--- src/rtl/wc_pkg.sv ---
// Shared definitions for the Winograd F(2,3) front end.
// Contents:
//   WC_W       - default sample width in bits (signed two's complement)
//   NIN, NOUT  - samples per input tile and results per output tile
//   WC_LAT_DEF - default core latency, counted from tile issue to valid Z
//   feeder_state_e - feeder FSM states
//   lane_lo()  - lowest bit index of lane i in a packed tile (lane 0 sits at the top)
package wc_pkg;

  localparam int WC_W       = 10;
  localparam int NIN        = 4;
  localparam int NOUT       = 2;
  localparam int WC_LAT_DEF = 6;

  typedef enum logic [1:0] {
    IDLE = 2'd0,
    FILL = 2'd1,
    WAIT = 2'd2
  } feeder_state_e;

  // Lane i occupies bits [(NIN-i)*w-1 : (NIN-1-i)*w].
  function automatic int lane_lo(input int lane, input int w);
    return (NIN - 1 - lane) * w;
  endfunction

endpackage

--- src/rtl/wc_tile_window.sv ---
// Sliding 4-sample window for the tile feeder.
// It collects accepted samples into lanes 0..3 and reports when the
// window is complete. A window is complete when lane 3 is filled or the
// sample carries last. When the window completes it slides by two, so the
// old d2/d3 become d0/d1. After a last tile it clears for the next frame.
// Ports:
//   clk, rst     - clock, asynchronous active-low reset
//   accept       - a sample is accepted this cycle
//   sample, last - accepted sample and its end-of-frame flag
//   tile         - window merged with the current sample, zero-padded past it
//   complete     - the accept this cycle finishes a tile
module wc_tile_window
  import wc_pkg::*;
#(
  parameter int W = WC_W
) (
  input  logic           clk,
  input  logic           rst,
  input  logic           accept,
  input  logic [W-1:0]   sample,
  input  logic           last,
  output logic [NIN*W-1:0] tile,
  output logic           complete
);

  logic [W-1:0] win  [NIN];
  logic [W-1:0] lane [NIN];
  logic [1:0]   slot;

  // Lanes before the load slot come from storage, the slot itself takes the
  // incoming sample, and everything after it is zero. The zero lanes are the
  // padding that a last sample needs.
  always_comb begin
    for (int i = 0; i < NIN; i++) begin
      if (i < int'(slot)) begin
        lane[i] = win[i];
      end else if (i == int'(slot)) begin
        lane[i] = sample;
      end else begin
        lane[i] = '0;
      end
    end
  end

  always_comb begin
    tile = '0;
    for (int i = 0; i < NIN; i++) begin
      tile[lane_lo(i, W) +: W] = lane[i];
    end
  end

  assign complete = accept && ((slot == 2'd3) || last);

  always_ff @(posedge clk or negedge rst) begin
    if (!rst) begin
      for (int i = 0; i < NIN; i++) win[i] <= '0;
      slot <= 2'd0;
    end else if (accept) begin
      if (complete) begin
        if (last) begin
          for (int i = 0; i < NIN; i++) win[i] <= '0;
          slot <= 2'd0;
        end else begin
          // Stride 2: keep the newest two samples as the next tile's head.
          win[0] <= lane[2];
          win[1] <= lane[3];
          win[2] <= '0;
          win[3] <= '0;
          slot   <= 2'd2;
        end
      end else begin
        win[slot] <= sample;
        slot      <= slot + 2'd1;
      end
    end
  end

endmodule

--- src/rtl/wc_tile_feeder.sv ---
// Front end for the Winograd F(2,3) core. It turns a framed valid/ready
// sample stream into overlapping stride-2 tiles on the packed D bus. It
// holds each tile stable while the core computes. When Z is valid, it
// strobes z_strobe, and z_last marks the final tile of the frame.
// Ports:
//   clk, rst            - clock, asynchronous active-low reset
//   in_data/in_valid/in_ready/in_last - sample stream (signed W bits)
//   D                   - tile to core, d0 in the top lane
//   d_valid             - one-cycle pulse when a new tile appears on D
//   z_strobe, z_last    - core Z valid for the latest tile / tile was last
//   busy                - a frame is in progress
//   tile_cnt            - tiles issued in the current frame, saturating
module wc_tile_feeder
  import wc_pkg::*;
#(
  parameter int W      = WC_W,
  parameter int WC_LAT = WC_LAT_DEF,
  parameter int CNT_W  = 16
) (
  input  logic             clk,
  input  logic             rst,
  input  logic [W-1:0]     in_data,
  input  logic             in_valid,
  output logic             in_ready,
  input  logic             in_last,
  output logic [NIN*W-1:0] D,
  output logic             d_valid,
  output logic             z_strobe,
  output logic             z_last,
  output logic             busy,
  output logic [CNT_W-1:0] tile_cnt
);

  localparam logic [3:0] LAT_END = 4'(WC_LAT);

  feeder_state_e     state, state_next;
  logic [3:0]        lat_cnt;
  logic              last_tile;
  logic              accept;
  logic              issue;
  logic [NIN*W-1:0]  tile;

  assign in_ready = (state != WAIT);
  assign accept   = in_valid && in_ready;

  wc_tile_window #(.W(W)) u_window (
    .clk      (clk),
    .rst      (rst),
    .accept   (accept),
    .sample   (in_data),
    .last     (in_last),
    .tile     (tile),
    .complete (issue)
  );

  always_ff @(posedge clk or negedge rst) begin
    if (!rst) state <= IDLE;
    else      state <= state_next;
  end

  // The strobe cycle is also the last WAIT cycle. The stream is therefore
  // only re-opened on the following cycle.
  always_comb begin
    state_next = state;
    busy       = (state != IDLE);
    z_strobe   = 1'b0;
    z_last     = 1'b0;
    case (state)
      IDLE: begin
        if (accept) state_next = issue ? WAIT : FILL;
      end
      FILL: begin
        if (issue) state_next = WAIT;
      end
      WAIT: begin
        if (lat_cnt == LAT_END) begin
          z_strobe   = 1'b1;
          z_last     = last_tile;
          state_next = last_tile ? IDLE : FILL;
        end
      end
      default: state_next = IDLE;
    endcase
  end

  // lat_cnt is 0 in the d_valid cycle. The strobe fires when it reaches
  // WC_LAT. tile_cnt restarts on the first accept of a new frame, so it
  // keeps the count of a finished frame while the block is idle.
  always_ff @(posedge clk or negedge rst) begin
    if (!rst) begin
      D         <= '0;
      d_valid   <= 1'b0;
      lat_cnt   <= 4'd0;
      last_tile <= 1'b0;
      tile_cnt  <= '0;
    end else begin
      d_valid <= issue;
      if (issue) begin
        D         <= tile;
        lat_cnt   <= 4'd0;
        last_tile <= in_last;
      end else if (state == WAIT && !z_strobe) begin
        lat_cnt <= lat_cnt + 4'd1;
      end
      if (accept && state == IDLE) begin
        tile_cnt <= issue ? CNT_W'(1) : '0;
      end else if (issue && tile_cnt != '1) begin
        tile_cnt <= tile_cnt + CNT_W'(1);
      end
    end
  end

endmodule

--- config.mk ---
export PLATFORM = sky130hd
export DESIGN_NAME = wc_tile_feeder
export DESIGN_NICKNAME = d
export VERILOG_FILES = /design/src/rtl/wc_pkg.sv /design/src/rtl/wc_tile_window.sv /design/src/rtl/wc_tile_feeder.sv
export SDC_FILE = /design/constraint.sdc
export NUM_CORES = 1
export LEC_CHECK = 0
export CAP_MARGIN = 20
export CORE_MARGIN = 3
export CORE_UTILIZATION = 45
export DETAILED_ROUTE_END_ITERATION = 12
export GPL_TIMING_DRIVEN = 0
export PLACE_DENSITY = 0.68
export SLEW_MARGIN = 10
export SYNTH_ARGS = -nofsm -noshare
export SYNTH_HDL_FRONTEND = slang
export SYNTH_HIERARCHICAL = 1
export SYNTH_SLANG_ARGS = --single-unit
--- constraint.sdc ---
create_clock -name clk -period 3.3 [get_ports clk]
set_clock_uncertainty 0.1 [all_clocks]
set_input_delay 0.66 -clock clk [delete_from_list [all_inputs] [get_ports clk]]
set_output_delay 0.66 -clock clk [all_outputs]
set_load 0.1 [all_outputs]
==> impl_metrics.csv <==
group,metric,value,unit
synthesis,synth_top_area_share,50.21,%
die,fp.dieH,109.1,µm
cts,numCtsBuffers,9,
timing,fin_crit_sh,95.99,%
pwr,swShare,49.66,%
die,core-area,10320,µm²
finish,layout.nets,560,
finish,drive_gt1_share,17.86,%
timing,slew_headroom,32.31,%
detailed_routing,drt-vias-per-instance,5.548,
synthesis,ys_async_sr_fraction,100.0,%
synthesis,synth-main-ff-cell,"dfrtp_1",
critical_path,path_max_fanout,10,
min_path,hold_path.class,"input port to async pin",
critical_path,critical_path_class,"input port to flop",
die,fp.dieW,109.1,µm
timing,fmax,0.3157,GHz
critical_path,crit_path_end_kind,"flop",
timing,post-route-min-period,3.168,ns
placed_design,gp_congestion,0.8698,
timing,worstMarginPinSlew,1.012,ns
pwr,pwr-share-seq,31.0,%
critical_path,start_kind,"input port",
cts,cts_root_buf,"clkbuf_8",
placed_design,io_buffers,74,
synthesis,synth_area_per_cell,10.59,µm²
cts,path_clk_slew,0.10,ns
pwr,worst_ir_drop_vdd,0.6848,mV
synthesis,synth-edff-count,0,
critical_path,max_stage_delay,0.54,ns
grt,grt_max_degree,53,
timing,rsz0062_at_grt,"no",
placed_design,dp_hpwl,8056,µm
die,num_rows,37,
synthesis,ys_seq_area_share,50.21,%
critical_path,crit_chain,"clkdlybuf4s50_1 -> and2_1 -> buf_4 -> o21ai_1 -> buf_2 -> inv_1 -> clkbuf_1 -> buf_1 -> mux2_2",
pwr,p_int,2.908,mW
grt,grt_first_pass_wirelength,18990,µm
grt,antenna_found_initial,0,
cts,clk_latency,0.36,ns
synthesis,synth.net_count,474,
synthesis,yosys.area.top_type,"dfrtp_1",
outcome,outcome,"completed",
timing,final_hold_viol_count,0,
grt,grt_overflow,0,
grt,first_global_vias,3689,
finish,num_antenna_cells,0,
die,start_util,46.35,%
detailed_routing,wirelength,11590,µm
synthesis,syn-cell-area,4785,µm²
cts,cts_tree,"built",
detailed_routing,drtIter0Drc,192,
timing,setup_viol,0,
placed_design,place_inst,663,
pwr,switchingPower,2.869,mW
cts,ctsHoldBuffers,0,
detailed_routing,firstDrtPassIters,4,
grt,grt.total_usage,20.56,%
cts,clock_path_buffers,2,
detailed_routing,ant_nets,0,
synthesis,yosysWarnings,6,
die,die-area,11910,µm²
cts,clock-sinks,96,
synthesis,synth_cell_types,54,
pwr,power_frac_clock,15.0,%
timing,finalMaxSlewViolations,0,
synthesis,synth-seq-cells,96,
detailed_routing,route.vias.total,3767,
pwr,pwr-share-comb,54.0,%
die,num_io_pins,75,
cts,htree_levels,3,
flow_run,drv_cap,0,
synthesis,syn_inst,452,
timing,whs,0.1969,ns
detailed_routing,drc,0,
critical_path,cp_slowest_cell,"clkdlybuf4s50_1",
finish,syn2layout_area_growth,24.48,%
finish,fin_cells,679,
placed_design,place_ws,-0.3326,ns
critical_path,critPathArrivalTime,3.31,ns
timing,setup_ws,0.1322,ns
pwr,total_power,5.777,mW
critical_path,crit_required,3.44,ns
synthesis,synth.area.top_cells,"dfrtp_1 50%, mux2_2 12%, nand2_1 3.3%, and2_1 2.9%, o21ai_0 2.6%",
pwr,leakagePower,2.631,nW
detailed_routing,post_drt_wl_per_cell,17.07,µm
cts,postCtsSetupRepairBufs,0,
pwr,powerDensity,970.0,nW/µm²
-- power by group through the flow --
stage / Combinational, mW / Sequential, mW / Clock, mW
after floorplan: 1.08 / 3.10 / 0
after CTS: 3.14 / 1.79 / 0.878
after detailed placement: 3.13 / 1.81 / 0
final: 3.12 / 1.79 / 0.866
after global placement: 3.09 / 1.80 / 0
after global routing: 3.31 / 1.84 / 0.932
-- through the flow --
stage | TNS, ns | utilization, % | area [µm²]
floorplan | 0 | - | 4793
global placement | -220.05 | 55.25 | 5704
detailed placement | -11.79 | 55.50 | 5729
CTS | 0 | 57.63 | 5949
global route | 0 | 57.69 | 5956
finish | 0 | 57.69 | 5956
-- critical path, delay by kind of cell --
family          cells  cell delay (ns)
mux                 1             0.40
simple gates        1             0.15
buf+inv             6             2.00
compound gates      1             0.10
-- registers in the layout (all words and copies together), names as in the netlist --
signal and flops:
state 2, D 40, lat_cnt 4, last_tile 1, tile_cnt 16, u_window/slot 2, u_window/win 30, d_valid 1
-- final cells by class --
type / instances / area, µm²
clock inverter: 5 / 80.08
inverter: 19 / 71.32
timing repair buffer: 75 / 767.0
fill: 916 / 4368
multi-input combinational: 309 / 2177
buffer: 28 / 146.4
sequential: 96 / 2402
clock buffer: 11 / 141.4
tap: 136 / 170.2
-- cell families (layout without fill, tap and decap cells) --
| group | Yosys count | after routing | synth area share, % |
|---|---|---|---|
| buf+inv | 47 | 138 | 4.472 |
| compound gates | 100 | 100 | 13.70 |
| simple gates | 144 | 144 | 16.34 |
| flops | 96 | 96 | 50.21 |
| fa+ha+maj | 8 | 8 | 2.092 |
| xor+xnor | 3 | 3 | 0.5493 |
| mux | 54 | 54 | 12.63 |
-- Yosys cell counts, types with 2 or more instances --
library cell / instances
or2_1: 6
nand3_1: 9
nor2_1: 19
and3_1: 3
a31oi_1: 10
inv_1: 19
o31ai_1: 5
buf_2: 7
ha_1: 8
xor2_1: 2
nand3b_1: 3
o21ai_1: 3
a22oi_1: 10
mux2i_1: 3
buf_4: 4
buf_1: 6
clkbuf_1: 8
nor3_1: 3
o21bai_1: 2
or2_2: 5
a21oi_1: 15
o22ai_1: 10
dfrtp_1: 96
mux2_2: 51
o21ai_0: 25
and2_1: 22
or3_1: 4
nand4_1: 4
and3b_1: 10
or4_1: 5
a22o_1: 10
nor4_1: 2
nand2_1: 42
-- what timing repair did --
action	4_1_cts	5_1_grt
endpoints found under the hold margin	0	0
setup endpoints to repair	1	31
gates resized for setup	1	4
pin swaps	0	0
-- layout by cell type (no fill, tap or decap), types with 15 or more instances in the layout --
cell	count
a21oi_1	15
nand2_1	42
o21ai_0	25
nor2_1	18
clkdlybuf4s50_1	71
mux2_2	51
dfrtp_1	96
inv_1	19
and2_1	21
-- metal layers --
metal  track usage (%)  part of all wire [%]  vias to the layer above
met5                 0                     0                        -
met4             6.041                  0.99                        0
met3             5.151                   7.4                       11
met2             31.97                    47                      109
met1             28.47                    45                     1862
li1                  -                     -                     1785
-- final timing paths --
check                                 startpoint               end  slack [ns]  cells after the start
worst max-delay path                    in_valid             D[32]        0.13                      9
worst max register to register          state[1]             D[32]        0.22                     10
max in group asynchronous                    rst  u_window/slot[0]        2.24                      2
worst min register to register  u_window/win[16]  u_window/win[16]        0.40                      1
worst min-delay path                         rst      tile_cnt[10]        0.20                      1
min in group clk                u_window/win[16]  u_window/win[16]        0.40                      1
No activity file was read; power rests on OpenSTA's default activity.
